## src/rtl/eespfal_lane_driver.sv

```systemverilog
// Sequencer for one EESPFAL switch lane: dual-rail operand drive, staggered
// power-clock ramp, synchronized dual-rail capture and a valid/ready result.
module eespfal_lane_driver #(
  parameter int unsigned BIT_SIZE     = 64,
  parameter int unsigned PHASES       = 4,
  parameter int unsigned PHASE_CYCLES = 4,
  parameter int unsigned DIS_CYCLES   = 4
) (
  input  logic                clk,
  input  logic                rst_n,
  input  logic                in_valid,
  output logic                in_ready,
  input  logic [BIT_SIZE-1:0] x_in,
  input  logic [BIT_SIZE-1:0] k_in,
  output logic [BIT_SIZE-1:0] x_top,
  output logic [BIT_SIZE-1:0] x_bar_top,
  output logic [BIT_SIZE-1:0] k_top,
  output logic [BIT_SIZE-1:0] k_bar_top,
  output logic [PHASES-1:0]   clk_top,
  output logic [PHASES-1:0]   Dis_top,
  output logic                Dis_Phase_top,
  input  logic [BIT_SIZE-1:0] s_top,
  input  logic [BIT_SIZE-1:0] s_bar_top,
  output logic                out_valid,
  input  logic                out_ready,
  output logic [BIT_SIZE-1:0] s_out,
  output logic [BIT_SIZE-1:0] err_mask,
  output logic                err
);

  localparam int unsigned RAMP_CYCLES = PHASES * PHASE_CYCLES;
  localparam int unsigned CNT_MAX     = (RAMP_CYCLES > DIS_CYCLES) ? RAMP_CYCLES : DIS_CYCLES;
  localparam int unsigned CNT_W       = $clog2(CNT_MAX + 1);
  localparam int unsigned SETTLE_CYCLES = 2;

  typedef enum logic [2:0] {
    S_IDLE, S_DRIVE, S_EVAL, S_SETTLE, S_RELEASE, S_DISCH, S_DONE
  } state_t;

  state_t              state_q, state_d;
  logic [CNT_W-1:0]    cnt_q, cnt_d;
  logic [BIT_SIZE-1:0] x_top_d, x_bar_top_d, k_top_d, k_bar_top_d;
  logic [BIT_SIZE-1:0] s_out_d, err_mask_d;
  logic                err_d, in_ready_d, out_valid_d, dis_phase_d;
  logic [PHASES-1:0]   clk_top_d, dis_top_d;

  // Lane result is asynchronous to clk: two-flop synchronizer on both rails
  logic [BIT_SIZE-1:0] s_meta, s_sync, s_bar_meta, s_bar_sync;
  logic [BIT_SIZE-1:0] err_mask_c;

  always_ff @(posedge clk or negedge rst_n) begin
    if (!rst_n) begin
      s_meta     <= '0;
      s_sync     <= '0;
      s_bar_meta <= '0;
      s_bar_sync <= '0;
    end else begin
      s_meta     <= s_top;
      s_sync     <= s_meta;
      s_bar_meta <= s_bar_top;
      s_bar_sync <= s_bar_meta;
    end
  end

  assign err_mask_c = ~(s_sync ^ s_bar_sync);

  // Next-state, counter and next-output logic; outputs derive from the next state
  always_comb begin
    state_d     = state_q;
    cnt_d       = cnt_q + CNT_W'(1);
    x_top_d     = x_top;
    x_bar_top_d = x_bar_top;
    k_top_d     = k_top;
    k_bar_top_d = k_bar_top;
    s_out_d     = s_out;
    err_mask_d  = err_mask;
    err_d       = err;
    clk_top_d   = '0;
    dis_top_d   = '0;
    dis_phase_d = 1'b0;
    in_ready_d  = 1'b0;
    out_valid_d = 1'b0;

    case (state_q)
      S_IDLE: begin
        cnt_d = '0;
        if (in_valid && in_ready) begin
          state_d     = S_DRIVE;
          x_top_d     = x_in;
          x_bar_top_d = ~x_in;
          k_top_d     = k_in;
          k_bar_top_d = ~k_in;
        end
      end
      S_DRIVE: begin
        state_d = S_EVAL;
        cnt_d   = '0;
      end
      S_EVAL: begin
        if (cnt_q == CNT_W'(RAMP_CYCLES - 1)) begin
          state_d = S_SETTLE;
          cnt_d   = '0;
        end
      end
      S_SETTLE: begin
        if (cnt_q == CNT_W'(SETTLE_CYCLES - 1)) begin
          state_d    = S_RELEASE;
          cnt_d      = '0;
          s_out_d    = s_sync;
          err_mask_d = err_mask_c;
          err_d      = |err_mask_c;
        end
      end
      S_RELEASE: begin
        if (cnt_q == CNT_W'(RAMP_CYCLES - 1)) begin
          state_d     = S_DISCH;
          cnt_d       = '0;
          x_top_d     = '0;
          x_bar_top_d = '0;
          k_top_d     = '0;
          k_bar_top_d = '0;
        end
      end
      S_DISCH: begin
        if (cnt_q == CNT_W'(DIS_CYCLES - 1)) begin
          state_d = S_DONE;
          cnt_d   = '0;
        end
      end
      S_DONE: begin
        cnt_d = '0;
        if (out_ready) state_d = S_IDLE;
      end
      default: begin
        state_d = S_IDLE;
        cnt_d   = '0;
      end
    endcase

    // Cumulative ramp up in EVAL, phase-0-first ramp down in RELEASE
    for (int unsigned i = 0; i < PHASES; i++) begin
      if (state_d == S_EVAL && cnt_d >= CNT_W'(i * PHASE_CYCLES))
        clk_top_d[i] = 1'b1;
      if (state_d == S_SETTLE)
        clk_top_d[i] = 1'b1;
      if (state_d == S_RELEASE && cnt_d < CNT_W'(i * PHASE_CYCLES))
        clk_top_d[i] = 1'b1;
    end

    if (state_d == S_DISCH) begin
      dis_top_d   = '1;
      dis_phase_d = 1'b1;
    end
    in_ready_d  = (state_d == S_IDLE);
    out_valid_d = (state_d == S_DONE);
  end

  always_ff @(posedge clk or negedge rst_n) begin
    if (!rst_n) begin
      state_q       <= S_IDLE;
      cnt_q         <= '0;
      in_ready      <= 1'b0;
      x_top         <= '0;
      x_bar_top     <= '0;
      k_top         <= '0;
      k_bar_top     <= '0;
      clk_top       <= '0;
      Dis_top       <= '0;
      Dis_Phase_top <= 1'b0;
      out_valid     <= 1'b0;
      s_out         <= '0;
      err_mask      <= '0;
      err           <= 1'b0;
    end else begin
      state_q       <= state_d;
      cnt_q         <= cnt_d;
      in_ready      <= in_ready_d;
      x_top         <= x_top_d;
      x_bar_top     <= x_bar_top_d;
      k_top         <= k_top_d;
      k_bar_top     <= k_bar_top_d;
      clk_top       <= clk_top_d;
      Dis_top       <= dis_top_d;
      Dis_Phase_top <= dis_phase_d;
      out_valid     <= out_valid_d;
      s_out         <= s_out_d;
      err_mask      <= err_mask_d;
      err           <= err_d;
    end
  end

endmodule

```

## config.mk

```make
export PLATFORM = sky130hd
export DESIGN_NAME = eespfal_lane_driver
export DESIGN_NICKNAME = d
export VERILOG_FILES = /design/src/rtl/eespfal_lane_driver.sv
export SDC_FILE = /design/constraint.sdc
export NUM_CORES = 1
export LEC_CHECK = 0
export ABC_CLOCK_PERIOD_IN_PS = 2600
export CORE_AREA = 10 10 250 252
export DETAILED_ROUTE_END_ITERATION = 8
export DIE_AREA = 0 0 260 262
export PLACE_DENSITY = 0.68
export SETUP_SLACK_MARGIN = 0.05
export SYNTH_ARGS = -nofsm -noshare
export SYNTH_HDL_FRONTEND = slang
export SYNTH_SLANG_ARGS = --single-unit
```

## constraint.sdc

```tcl
create_clock -name clk -period 2.6 [get_ports clk]
set_input_delay 0.39 -clock clk [delete_from_list [all_inputs] [get_ports clk]]
set_output_delay 0.39 -clock clk [all_outputs]
set_load 0.05 [all_outputs]
```

==> run metrics, run 1 <==
max-cap violations 0; Crit path arrival time 2.88 ns; GRT Total Usage 0.216; Final Hold Fails 0; routed vias/inst between 4 and 5; Initial Util 0.389; syn nets approximately 2000; worst-margin pin slew 0.730 ns; clk_skew 0.0261 ns; period utilization 0.923; CP Max Fanout 5; fmax 417 MHz; fill count 4658; ys async rst share 1.00; Rows 88; GRT Residual Overflow 0; largest cells by area after synthesis dfrtp_1 (74%), nand3_1 (5.8%), nand2_1 (5.5%), o21ai_0 (4.0%), mux2_2 (3.3%); DRT Wirelength 75.5 mm; area added between synthesis and finish 44.5%; Yosys Warn Count 0; max_slew headroom 0.512; final setup vio count 0; CTS max path bufs 3; RD Place Congestion 0.930; setup TNS 0 ns; first-pass GRT wire length roughly 110 mm; pre-CTS WS between 0.15 and 0.2 ns; Critical Path Source Type flip-flop; RSZ-0062 raised after global routing no; highest-count cells in the layout ignoring fill and taps dfrtp_1 (656), clkdlybuf4s50_1 (654), nand2_1 (325); largest net degree at the start of global routing 77; Die Wd 260 um; Core Area 57400 sq um; Residual DRC 0; Skew-Pair Late Insertion Delay 0.61 ns; vias in the first global route 17000; clock sink count around 660; Avg WL per Cell 23.2 um; worst min-delay path category in2reg; Post-synth EDFFs 0; PwrDens between 1000 and 1500 nW/um^2; fin. max-slew vios 0; fin nets 2684; Via Count 16100; Crit. End Element flip-flop; worst setup path class reg2reg; flops & latches, synth ~660; wire length on met3 a little over 8 mm; ys flop type dfrtp_1; Avg Cell Area, Syn 12.7 sq um; CTS tree yes; Die ar. 68100 sq um; I/O pin total 656; Met1 Wirelength 28.1 mm; Req. time, crit path 3.08 ns; DR pass1 iterations 7; CTS Buf Count 69; top routing layer in use met5; hpwl dp 56.5 mm; DRT iter0 DRCs 1108; port bufs 655; CTS clk-pin slew, worst paths roughly 0.06 ns; Worst VDD drop 1.18 mV; H-tree Lvls 3; Cell Area, Synth 22300 sq um; commonest non-fill, non-tap cell in the layout dfrtp_1; post-route ant nets 0; final worst path period need around 2.4 ns; initial antenna violation count 18; Synth top area share 0.736; layout cell share with drive strength beyond 1 0.0972; instance count of the mapped netlist 1758; Yosys top cell by area dfrtp_1; WHS 0.227 ns; clock root cell clkbuf_16; Yosys cell types 45; die outline height approximately 260 um; post-synthesis sequential area ratio 0.736; Static Leakage 14.6 nW; Final WS setup ~0.2 ns; status finished clean; metal2 WL 36.7 mm
-- metrics by stage --
step	util	std cells	total power (W)	area, sq um
CTS	0.560	3230	0.0467	32100
detailed placement	0.522	3108	0.0369	29900
finish	0.562	3247	0.0463	32200
global route	0.562	3238	0.0483	32200
floorplan	-	1758	0.0280	22300
global placement	0.522	3108	0.0365	29900
-- synthesized netlist by cell type (all sizes together), types with 2 or more instances --
cell type,count
buf,57
nor3,6
nand3,259
inv,5
nor4b,2
nor2,7
nand4,17
clkbuf,59
nor4,2
dfrtp,656
or3,2
o21ai,194
o21bai,2
a21oi,2
and2,2
nor2b,4
xor2,66
mux2,67
nand2b,3
nand2,325
ha,4
-- critical path: stages, from the launching register on --
cell,delay [ns]
dfrtp_1,0.44
ha_4,0.21
nand3_1,0.12
inv_1,0.06
ha_1,0.21
nand2_1,0.16
a21oi_1,0.11
o41a_1,0.42
o21ba_1,0.23
mux2_2,0.32
-- state kept, by name, summed over array words and instances, names as in the netlist --
signal / flops
Dis_top: 1
clk_top: 4
cnt_q: 5
err: 1
err_mask: 64
in_ready: 1
k_bar_top: 64
k_top: 64
out_valid: 1
s_bar_meta: 64
s_bar_sync: 64
s_meta: 64
s_out: 64
s_sync: 64
state_q: 3
x_bar_top: 64
x_top: 64
-- repair_timing --
action	CTS	global route
resized for setup	0	2
setup buffers	0	4
setup endpoints to repair	0	16
hold buffers	1	0
hold endpoints to repair	48	0
-- cells by family after synthesis --
group                    count (synthesis)  share of synthesized area
AO/OA/AOI/OAI                          210                     0.0493
XOR/XNOR                                67                     0.0263
adder cells (fa/ha/maj)                  4                    0.00224
buffers and inverters                  121                     0.0249
flip-flops                             656                      0.736
multiplexers                            67                     0.0338
AND/OR/NAND/NOR                        633                      0.128
-- area by class of cell --
class | instances | area [sq um] | share of cell area
Sequential cell | 656 | 16400 | 0.509
Clock buffer | 87 | 1920 | 0.0595
Clock inverter | 34 | 303 | 0.00939
Timing Repair Buffer | 706 | 7210 | 0.224
Antenna cell | 12 | 30.0 | 0.000931
Tap cell | 765 | 957 | 0.0297
Multi-Input combinational cell | 982 | 5390 | 0.167
Inverter | 5 | 18.8 | 0.000582
-- final timing paths --
path / from / endpoint / slack [ns] / cells past startpoint
worst max-delay path: cnt_q[0] / clk_top[3] / 0.20 / 9
worst min-delay path: s_bar_top[2] / s_bar_meta[2] / 0.23 / 1
worst max register to register: cnt_q[0] / clk_top[3] / 0.20 / 9
worst min register to register: s_meta[37] / s_sync[37] / 0.34 / 0
max in group asynchronous: rst_n / s_sync[1] / 1.18 / 3
min in group asynchronous: rst_n / err_mask[8] / 0.37 / 2
-- report_power, final --
| part | internal [W] | switching (W) |
|---|---|---|
| Sequential | 0.0133 | 0.00193 |
| Combinational | 0.00673 | 0.0148 |
| Clock | 0.00556 | 0.00404 |
-- routing by layer --
layer,vias to the layer above,GRT usage
met5,-,0
met4,18,0.0744
met3,133,0.0949
met2,677,0.354
met1,8070,0.249
li1,7214,-
(Power assumes the default switching activity.)
==> run 2: changes to the inputs <==
- GPL_ROUTABILITY_DRIVEN: not set -> 0
- SETUP_SLACK_MARGIN: 0.05 -> 0.2
==> run metrics, run 2 (synthesis gave the netlist of run 1 again) <==
status finished clean; WHS 0.224 ns (-0.00270 ns); clock root cell clkbuf_16; post-route ant nets 0 (unchanged); Crit. End Element output port; die outline height 262 um (unchanged); Hold Crit Depth 1 (unchanged); I/O pin total 656 (unchanged); Core Area 57400 sq um (unchanged); critical-path cell list clkdlybuf4s50_1; DRT iter0 DRCs 943 (-15%); CP top delay family buffers and inverters; final instance area 32200 sq um (-0.12%); reg2reg start cnt_q[1]; clk_skew 0.0272 ns (+0.00101 ns); max-cap violations 0 (unchanged); routed vias/inst 4.96 (about the same); CTS Buf Count 69 (unchanged); Crit path arrival time 1.96 ns (-0.92 ns); fin nets 2683 (-0.037%); GRT met2 Usage 0.345 (-0.00894); worst path bufs/invs 1 (unchanged); setup TNS 0 ns (unchanged); largest net degree at the start of global routing 87 (+13%); reg2reg path depth 9 (unchanged); met3 GRT Util 0.0956 (+0.000767); vias in the first global route 16800 (-1.5%); GRT met1 Usage 0.247 (-0.00196); DR pass1 iterations 6 (-1); worst-margin pin slew 0.791 ns (+0.0612 ns); first-pass GRT wire length 110 mm (-0.68%); highest-count cells in the layout ignoring fill and taps dfrtp_1 (653), clkdlybuf4s50_1 (653), nand2_1 (325); Via Count 16100 (-0.20%); clock sink count 656 (unchanged); Static Leakage 14.6 nW (about the same); CTS max path bufs 3 (unchanged); GRT Total Usage 0.215 (-0.00136); Rows 88 (unchanged); fmax 425 MHz (+2.0%); CTS tree yes; switching power 0.0207 W (-0.23%); DRT Wirelength 75.3 mm (-0.28%); Die Wd 260 um (unchanged); area added between synthesis and finish 44.3%; CP Max Fanout 2 (-3); Skew-Pair Late Insertion Delay 0.61 ns (about the same); HP Start s_top[41]; Comb power frac 0.465 (about the same); grt peak-use layer met2; Hold Path Sink s_meta[41]; placed cell areas 29900 sq um (about the same); initial antenna violation count 16 (-2); max_slew headroom 0.471 (-0.0409); final worst path period need 2.35 ns (-0.0479 ns); period utilization 0.905 (-0.0184); FF-to-FF End clk_top[3]; final setup vio count 0 (unchanged); slowest cell delay on critical path 1.01 ns (+0.57 ns); hpwl dp 56.2 mm (-0.54%); Initial Util 0.389 (unchanged); Critical Path Source Type flip-flop; H-tree Lvls 3 (unchanged); final design utilization 0.561 (-0.000676); fin. max-slew vios 0 (unchanged); RSZ-0062 raised after global routing no; layout cell share with drive strength beyond 1 0.0947 (-0.00243); Req. time, crit path 2.21 ns (-0.87 ns); flop2flop setup slack 0.33 ns (+0.13 ns); Seq pwr share 0.327 (about the same); port bufs 655 (unchanged); Clock Power Share 0.208 (about the same); GRT Residual Overflow 0 (unchanged); Final Hold Fails 0 (unchanged); cell-internal power 0.0256 W (+0.11%); CTS clk-pin slew, worst paths 0.06 ns (about the same); worst setup path class reg2out; fill count 4687 (+0.62%); worst min-delay path category in2reg; PwrDens 1440 nW/um^2 (about the same); Residual DRC 0 (unchanged); Avg WL per Cell 23.2 um (about the same); Worst path slowest cell clkdlybuf4s50_1; Die ar. 68100 sq um (unchanged); Worst VDD drop 1.06 mV (-10%); switching portion of total power 0.448 (-0.000858)
run 2: stage by stage:
step	power [W]	worst slack [ns]	instances
after global routing	0.0483	0.205	3239
after global placement	0.0365	0.270	3108
after detailed placement	0.0368	0.189	3108
after floorplan	0.0280	0.439	1758
final	0.0463	0.248	3241
after CTS	0.0467	0.231	3231
run 2: worst max path at each step:
stage,start,end,cells past startpoint
3_3_place_gp,cnt_q[0],clk_top[3],9
2_1_floorplan,cnt_q[0],clk_top[3],9
6_report,x_top[31],x_top[31],1
5_1_grt,cnt_q[3],x_bar_top[7],9
4_1_cts,k_bar_top[33],k_bar_top[33],1
3_5_place_dp,cnt_q[0],clk_top[3],9
run 2: power groups by stage:
stage                     Clock [W]  Combinational, W  Sequential (W)
final                       0.00964            0.0215          0.0151
after global routing         0.0103            0.0224          0.0155
after CTS                   0.00987            0.0217          0.0151
after detailed placement          0            0.0216          0.0152
after global placement            0            0.0214          0.0151
after floorplan                   0           0.00341          0.0246
run 2: area by class of cell:
cell class | instances | area (sq um) | share of cell area
Sequential cell | 656 | 16400 | 0.510
Timing Repair Buffer | 706 | 7200 | 0.223
Multi-Input combinational cell | 981 | 5380 | 0.167
Clock buffer | 100 | 2010 | 0.0623
Tap cell | 765 | 957 | 0.0297
Clock inverter | 22 | 208 | 0.00645
Inverter | 5 | 18.8 | 0.000583
Antenna cell | 6 | 15.0 | 0.000466
run 2: timing repair:
action                     4_1_cts  5_1_grt
pin swaps                        0        1
setup buffers                    0        4
hold buffers                     1        0
hold endpoints to repair        52        0
setup endpoints to repair        2      139
resized for setup                2        4
run 2: layer usage:
metal	share of wire	wire (um)	vias to the layer above
li1	-	-	7202
met1	0.37	27900	8035
met2	0.48	36300	701
met3	0.11	8430	125
met4	0.034	2560	16
met5	0.0015	111	-
